--- src/rtl/mreq_arb2.sv ---
// ---------------------------------------------------------------------------
// mreq_arb2 : two-requester round-robin arbiter for the MREQ execution bus.
//
// Shares one MREQ executor (sequencer + Rx/Tx byte streams) between two
// command sources. One requester is granted at a time. The grant is held
// for the whole MREQ transaction, and that requester's byte streams are
// routed to the executor until the executor signals completion.
//
// Parameters
//   MREQ_W      packed MREQ width {wr, wsize[1:0], aincr, size[7:0], addr[31:0]}
//   WDT_CYCLES  grant-duration limit for the optional watchdog (1..65535)
//
// Optional feature (macro MREQ_ARB2_WDT_EN)
//   A 16-bit saturating counter measures grant duration. o_err_timeout is a
//   sticky flag that is cleared only by reset. The flag never aborts a grant.
//   Without the macro there is no counter and o_err_timeout is tied to 0.
//
// Ports
//   i_clk, i_rst_n            clock, asynchronous active-low reset
//   i_m_mreq_valid[1:0]       per-requester MREQ valid
//   o_m_mreq_ready[1:0]       per-requester completion pulse
//   i_m_mreq[2*MREQ_W-1:0]    requester k MREQ at [k*MREQ_W +: MREQ_W]
//   i_m_rx_data[15:0]         requester k write byte at [k*8 +: 8]
//   i_m_rx_valid/o_m_rx_ready per-requester write-byte handshake
//   o_m_tx_data[7:0]          read byte, broadcast to both requesters
//   o_m_tx_valid/i_m_tx_ready per-requester read-byte handshake
//   o_s_mreq_valid/i_s_mreq_ready/o_s_mreq   MREQ to executor
//   o_s_rx_data/o_s_rx_valid/i_s_rx_ready    write bytes to executor
//   i_s_tx_data/i_s_tx_valid/o_s_tx_ready    read bytes from executor
//   o_grant[1:0]              registered one-hot grant, 0 when idle
//   o_err_timeout             sticky watchdog flag
// ---------------------------------------------------------------------------
module mreq_arb2 #(
  parameter int MREQ_W     = 44,
  parameter int WDT_CYCLES = 65535
) (
  input  logic                  i_clk,
  input  logic                  i_rst_n,
  input  logic [1:0]            i_m_mreq_valid,
  output logic [1:0]            o_m_mreq_ready,
  input  logic [2*MREQ_W-1:0]   i_m_mreq,
  input  logic [15:0]           i_m_rx_data,
  input  logic [1:0]            i_m_rx_valid,
  output logic [1:0]            o_m_rx_ready,
  output logic [7:0]            o_m_tx_data,
  output logic [1:0]            o_m_tx_valid,
  input  logic [1:0]            i_m_tx_ready,
  output logic                  o_s_mreq_valid,
  input  logic                  i_s_mreq_ready,
  output logic [MREQ_W-1:0]     o_s_mreq,
  output logic [7:0]            o_s_rx_data,
  output logic                  o_s_rx_valid,
  input  logic                  i_s_rx_ready,
  input  logic [7:0]            i_s_tx_data,
  input  logic                  i_s_tx_valid,
  output logic                  o_s_tx_ready,
  output logic [1:0]            o_grant,
  output logic                  o_err_timeout
);

  if (WDT_CYCLES < 1 || WDT_CYCLES > 65535) begin : g_wdt_range
    $error("mreq_arb2: WDT_CYCLES must be within 1..65535");
  end

  typedef enum logic {
    IDLE  = 1'b0,
    GRANT = 1'b1
  } state_t;

  state_t     state, state_nxt;
  logic [1:0] grant, grant_nxt;
  logic       rr, rr_nxt;     // index of the requester preferred on a tie
  logic       gidx;           // index of the granted requester

  // grant is one-hot while in GRANT, so bit 1 is the requester index
  assign gidx    = grant[1];
  assign o_grant = grant;

  always_ff @(posedge i_clk or negedge i_rst_n) begin
    if (!i_rst_n) begin
      state <= IDLE;
      grant <= 2'b00;
      rr    <= 1'b0;
    end else begin
      state <= state_nxt;
      grant <= grant_nxt;
      rr    <= rr_nxt;
    end
  end

  always_comb begin
    state_nxt      = state;
    grant_nxt      = grant;
    rr_nxt         = rr;
    o_m_mreq_ready = 2'b00;
    o_m_rx_ready   = 2'b00;
    o_m_tx_data    = 8'h00;
    o_m_tx_valid   = 2'b00;
    o_s_mreq_valid = 1'b0;
    o_s_mreq       = '0;
    o_s_rx_data    = 8'h00;
    o_s_rx_valid   = 1'b0;
    o_s_tx_ready   = 1'b0;

    case (state)
      IDLE: begin
        if (|i_m_mreq_valid) begin
          state_nxt = GRANT;
          if (i_m_mreq_valid == 2'b11)
            grant_nxt = rr ? 2'b10 : 2'b01;
          else
            grant_nxt = i_m_mreq_valid;
        end
      end

      GRANT: begin
        // Everything is routed from the granted requester for the whole
        // transaction; the other requester sees all-zero handshakes.
        o_s_mreq_valid       = i_m_mreq_valid[gidx];
        o_s_mreq             = gidx ? i_m_mreq[2*MREQ_W-1 -: MREQ_W]
                                    : i_m_mreq[MREQ_W-1:0];
        o_m_mreq_ready[gidx] = i_s_mreq_ready;
        o_s_rx_data          = gidx ? i_m_rx_data[15:8] : i_m_rx_data[7:0];
        o_s_rx_valid         = i_m_rx_valid[gidx];
        o_m_rx_ready[gidx]   = i_s_rx_ready;
        o_m_tx_data          = i_s_tx_data;
        o_m_tx_valid[gidx]   = i_s_tx_valid;
        o_s_tx_ready         = i_m_tx_ready[gidx];

        // Release only on executor completion; a dropped request valid
        // does not end the grant. Passing through IDLE gives the bubble.
        if (i_s_mreq_ready) begin
          state_nxt = IDLE;
          grant_nxt = 2'b00;
          rr_nxt    = ~gidx;
        end
      end

      default: begin
        state_nxt = IDLE;
        grant_nxt = 2'b00;
      end
    endcase
  end

`ifdef MREQ_ARB2_WDT_EN
  localparam logic [16:0] WDT_LIMIT = 17'(WDT_CYCLES);

  logic [15:0] wdt_cnt;
  logic [16:0] wdt_inc;
  logic        err_q;

  assign wdt_inc       = {1'b0, wdt_cnt} + 17'd1;
  assign o_err_timeout = err_q;

  always_ff @(posedge i_clk or negedge i_rst_n) begin
    if (!i_rst_n) begin
      wdt_cnt <= 16'h0000;
      err_q   <= 1'b0;
    end else begin
      // wdt_cnt holds the number of completed GRANT cycles of this grant
      if (state == IDLE && state_nxt == GRANT)
        wdt_cnt <= 16'h0000;
      else if (state == GRANT && wdt_cnt != 16'hFFFF)
        wdt_cnt <= wdt_inc[15:0];
      if (state == GRANT && wdt_inc >= WDT_LIMIT)
        err_q <= 1'b1;
    end
  end
`else
  assign o_err_timeout = 1'b0;
`endif

endmodule

--- config.mk ---
export PLATFORM = sky130hd
export DESIGN_NAME = mreq_arb2
export DESIGN_NICKNAME = d
export VERILOG_FILES = /design/src/rtl/mreq_arb2.sv
export SDC_FILE = /design/constraint.sdc
export NUM_CORES = 1
export LEC_CHECK = 0
export CAP_MARGIN = 10
export CORE_MARGIN = 3
export CORE_UTILIZATION = 26
export CTS_BUF_LIST = sky130_fd_sc_hd__clkbuf_8
export DETAILED_ROUTE_END_ITERATION = 16
export HOLD_SLACK_MARGIN = 0.1
export PLACE_DENSITY = 0.88
export SLEW_MARGIN = 20
export SYNTH_ARGS = -nofsm -noshare
export SYNTH_HDL_FRONTEND = slang
export SYNTH_SLANG_ARGS = --single-unit
--- constraint.sdc ---
create_clock -name i_clk -period 1.9 [get_ports i_clk]
set_input_delay 0.38 -clock i_clk [delete_from_list [all_inputs] [get_ports i_clk]]
set_output_delay 0.38 -clock i_clk [all_outputs]
set_load 0.01 [all_outputs]
==> impl_metrics.env <==
export IMPL_status="finished, final reports clean"
export IMPL_fillers=422
export IMPL_clkTransAtPathRegs_ns=0.03
export IMPL_die_area_um2=6020
export IMPL_wire_per_inst_um=15.2
export IMPL_clock_path_buffers=2
export IMPL_area_growth_pct=145
export IMPL_tritoncts="done"
export IMPL_n_antenna_cell=0
export IMPL_overflow=0
export IMPL_synth_area_per_cell_um2=8.43
export IMPL_nets=477
export IMPL_die_y_um=77.6
export IMPL_path_max_fanout=6
export IMPL_cp_data_required_time_ns=1.52
export IMPL_vias_per_cell=4.33
export IMPL_remaining_drc_errors=0
export IMPL_antenna_found_initial=0
export IMPL_clock_skew_ns=0.00309
export IMPL_vdd_drop_max_uv=373
export IMPL_place_hpwl_um=5380
export IMPL_area_sequential_um2=105
export IMPL_cts_sinks=4
export IMPL_r2r_start="state"
export IMPL_ios=195
export IMPL_grt_pass1_wl_um=9330
export IMPL_num_rows=25
export IMPL_via_count=1817
export IMPL_cp_end_kind="primary output"
export IMPL_multi_input_area_um2=1070
export IMPL_drtAntennaViolNets=0
export IMPL_drive_above_1_share_pct=12.2
export IMPL_start_util_pct=27.5
export IMPL_synth_seq_area_share_pct=7.51
export IMPL_dpl_instance_area_um2=3320
export IMPL_root_buffer="clkbuf_8"
export IMPL_finalSetupViolations=0
export IMPL_first_iter_violations=42
export IMPL_synth_fp_nets=281
export IMPL_start_kind="flip-flop"
export IMPL_powerDensity_nw_per_um2=470
export IMPL_finalHoldViolCount=0
export IMPL_placed_cells=413
export IMPL_grt_pass1_vias=1786
export IMPL_grt_max_degree=55
export IMPL_period_minus_slack_ns=1.87
export IMPL_clk_latency_ns=0.22
export IMPL_fmax_mhz=536
export IMPL_cts_buffers=3
export IMPL_synth_cell_type_count=21
export IMPL_chipWidth_um=77.6
export IMPL_layout_cells_non_filler=420
export IMPL_coreArea_um2=4850
export IMPL_fin_area_um2=3270
export IMPL_slew_viol_final=0
export IMPL_hp_class="primary input to async pin"
export IMPL_h_tree_depth=1
export IMPL_place_gp_congestion=0.861
export IMPL_synth_warnings=0
export IMPL_wirelength_um=6400
export IMPL_cp_data_arrival_time_ns=1.49
export IMPL_drt_pass1_iter_count=4
export IMPL_port_buffers=193
export IMPL_period_share_pct=98.2
export IMPL_track_usage_pct=19.3
export IMPL_path_class="flip-flop to primary output"
export IMPL_synth_seq_cells=4
export IMPL_rsz0062_at_grt="yes"
export IMPL_power_leakage_nw=1.49
export IMPL_startpoint="o_grant[1]"
export IMPL_netlist_instances=158
export IMPL_cap_violations=0
export IMPL_syn_cell_area_um2=1330
export IMPL_finalSetupTns_ns=0
state kept, by name, indices dropped and copies added (netlist names):
name	cells
o_grant	2
rr	1
state	1
path summary, 6_finish.rpt:
kind,end,slack (ns),depth (start not counted)
setup reg to reg,state,0.74,3
min in group i_clk,rr,0.50,1
hold reg to reg,rr,0.50,1
max in group asynchronous,o_grant[1],1.34,1
setup / recovery,o_m_rx_ready[1],0.03,4
hold / removal,o_grant[1],0.37,1
area by class of cell:
type                    count  area share, %
well taps                  67           2.57
flip-flops and latches      4           3.22
multi-input cells         138           32.8
repair buffers            207           60.0
clock buffers               3           1.26
clock inverters             1          0.115
cells by family (layout without fill, tap and decap cells):
kind of cell	Yosys count	in the layout	share of synthesized area [%]
buf+inv	16	211	12.6
mux	55	55	41.3
simple gates	78	78	36.3
other cells	1	1	0.281
flops	4	4	7.51
compound gates	4	4	1.97
per-layer routing:
metal | global-route usage (%) | part of all wire, % | vias up
li1 | - | - | 916
met1 | 20.8 | 37 | 817
met2 | 38.4 | 56 | 80
met3 | 3.71 | 6.7 | 4
met4 | 3.20 | 0.62 | 0
met5 | 0 | 0 | -
Yosys cell counts:
cell	number	share of area, %
nor2b_1	56	26
mux2i_1	55	41
and2_1	8	3.8
clkbuf_1	7	2.0
buf_12	5	7.5
dfrtp_1	4	7.5
and3_1	3	1.4
nand2_1	3	0.85
and3b_1	2	1.3
buf_4	2	1.1
nand2b_1	2	0.94
nand3b_1	2	1.1
a21o_1	1	0.56
a21oi_1	1	0.38
buf_6	1	0.85
buf_8	1	1.1
conb_1	1	0.28
nand3_1	1	0.38
nor2_1	1	0.28
o21ai_0	1	0.38
o31a_1	1	0.66
per-stage QoR:
stage          utilization (%)  hold slack (ns)  setup slack, ns  total power, mW
4_1_cts                   67.3            0.376         0.000575             1.54
2_1_floorplan                -           0.0844            0.500            0.772
3_5_place_dp              68.4            0.490           -0.132             1.48
3_3_place_gp              68.4            0.483           -0.106             1.46
5_1_grt                   67.4            0.378         -0.00759             1.63
6_report                  67.4            0.370           0.0333             1.54
power by group:
part,total (mW),internal (mW),switching [mW]
Combinational,1.23,0.733,0.499
Clock,0.183,0.138,0.0456
Sequential,0.121,0.104,0.0174
Total,1.54,0.974,0.562
cells in the final DEF (no fill, tap or decap), types with 3 or more instances in the layout:
cell             count
and2_1               8
and3_1               3
buf_12               4
buf_2               12
buf_4                8
clkbuf_2             9
clkbuf_8             3
clkdlybuf4s15_1      3
clkdlybuf4s50_1    126
dlygate4sd2_1       40
mux2i_1             53
nand2_1              3
nor2b_1             56
repair_timing:
item                       CTS  global route
setup endpoints to repair   65            18
hold buffers                 0             0
resized for setup          106            24
buffers inserted             1             1
gates cloned                 0             1
critical path, stage by stage (launching register included):
cell	delay (ns)
dfrtp_4	0.50
buf_6	0.15
buf_4	0.15
and3_1	0.16
dlygate4sd2_1	0.30
Power figures use the tool's default switching activity.
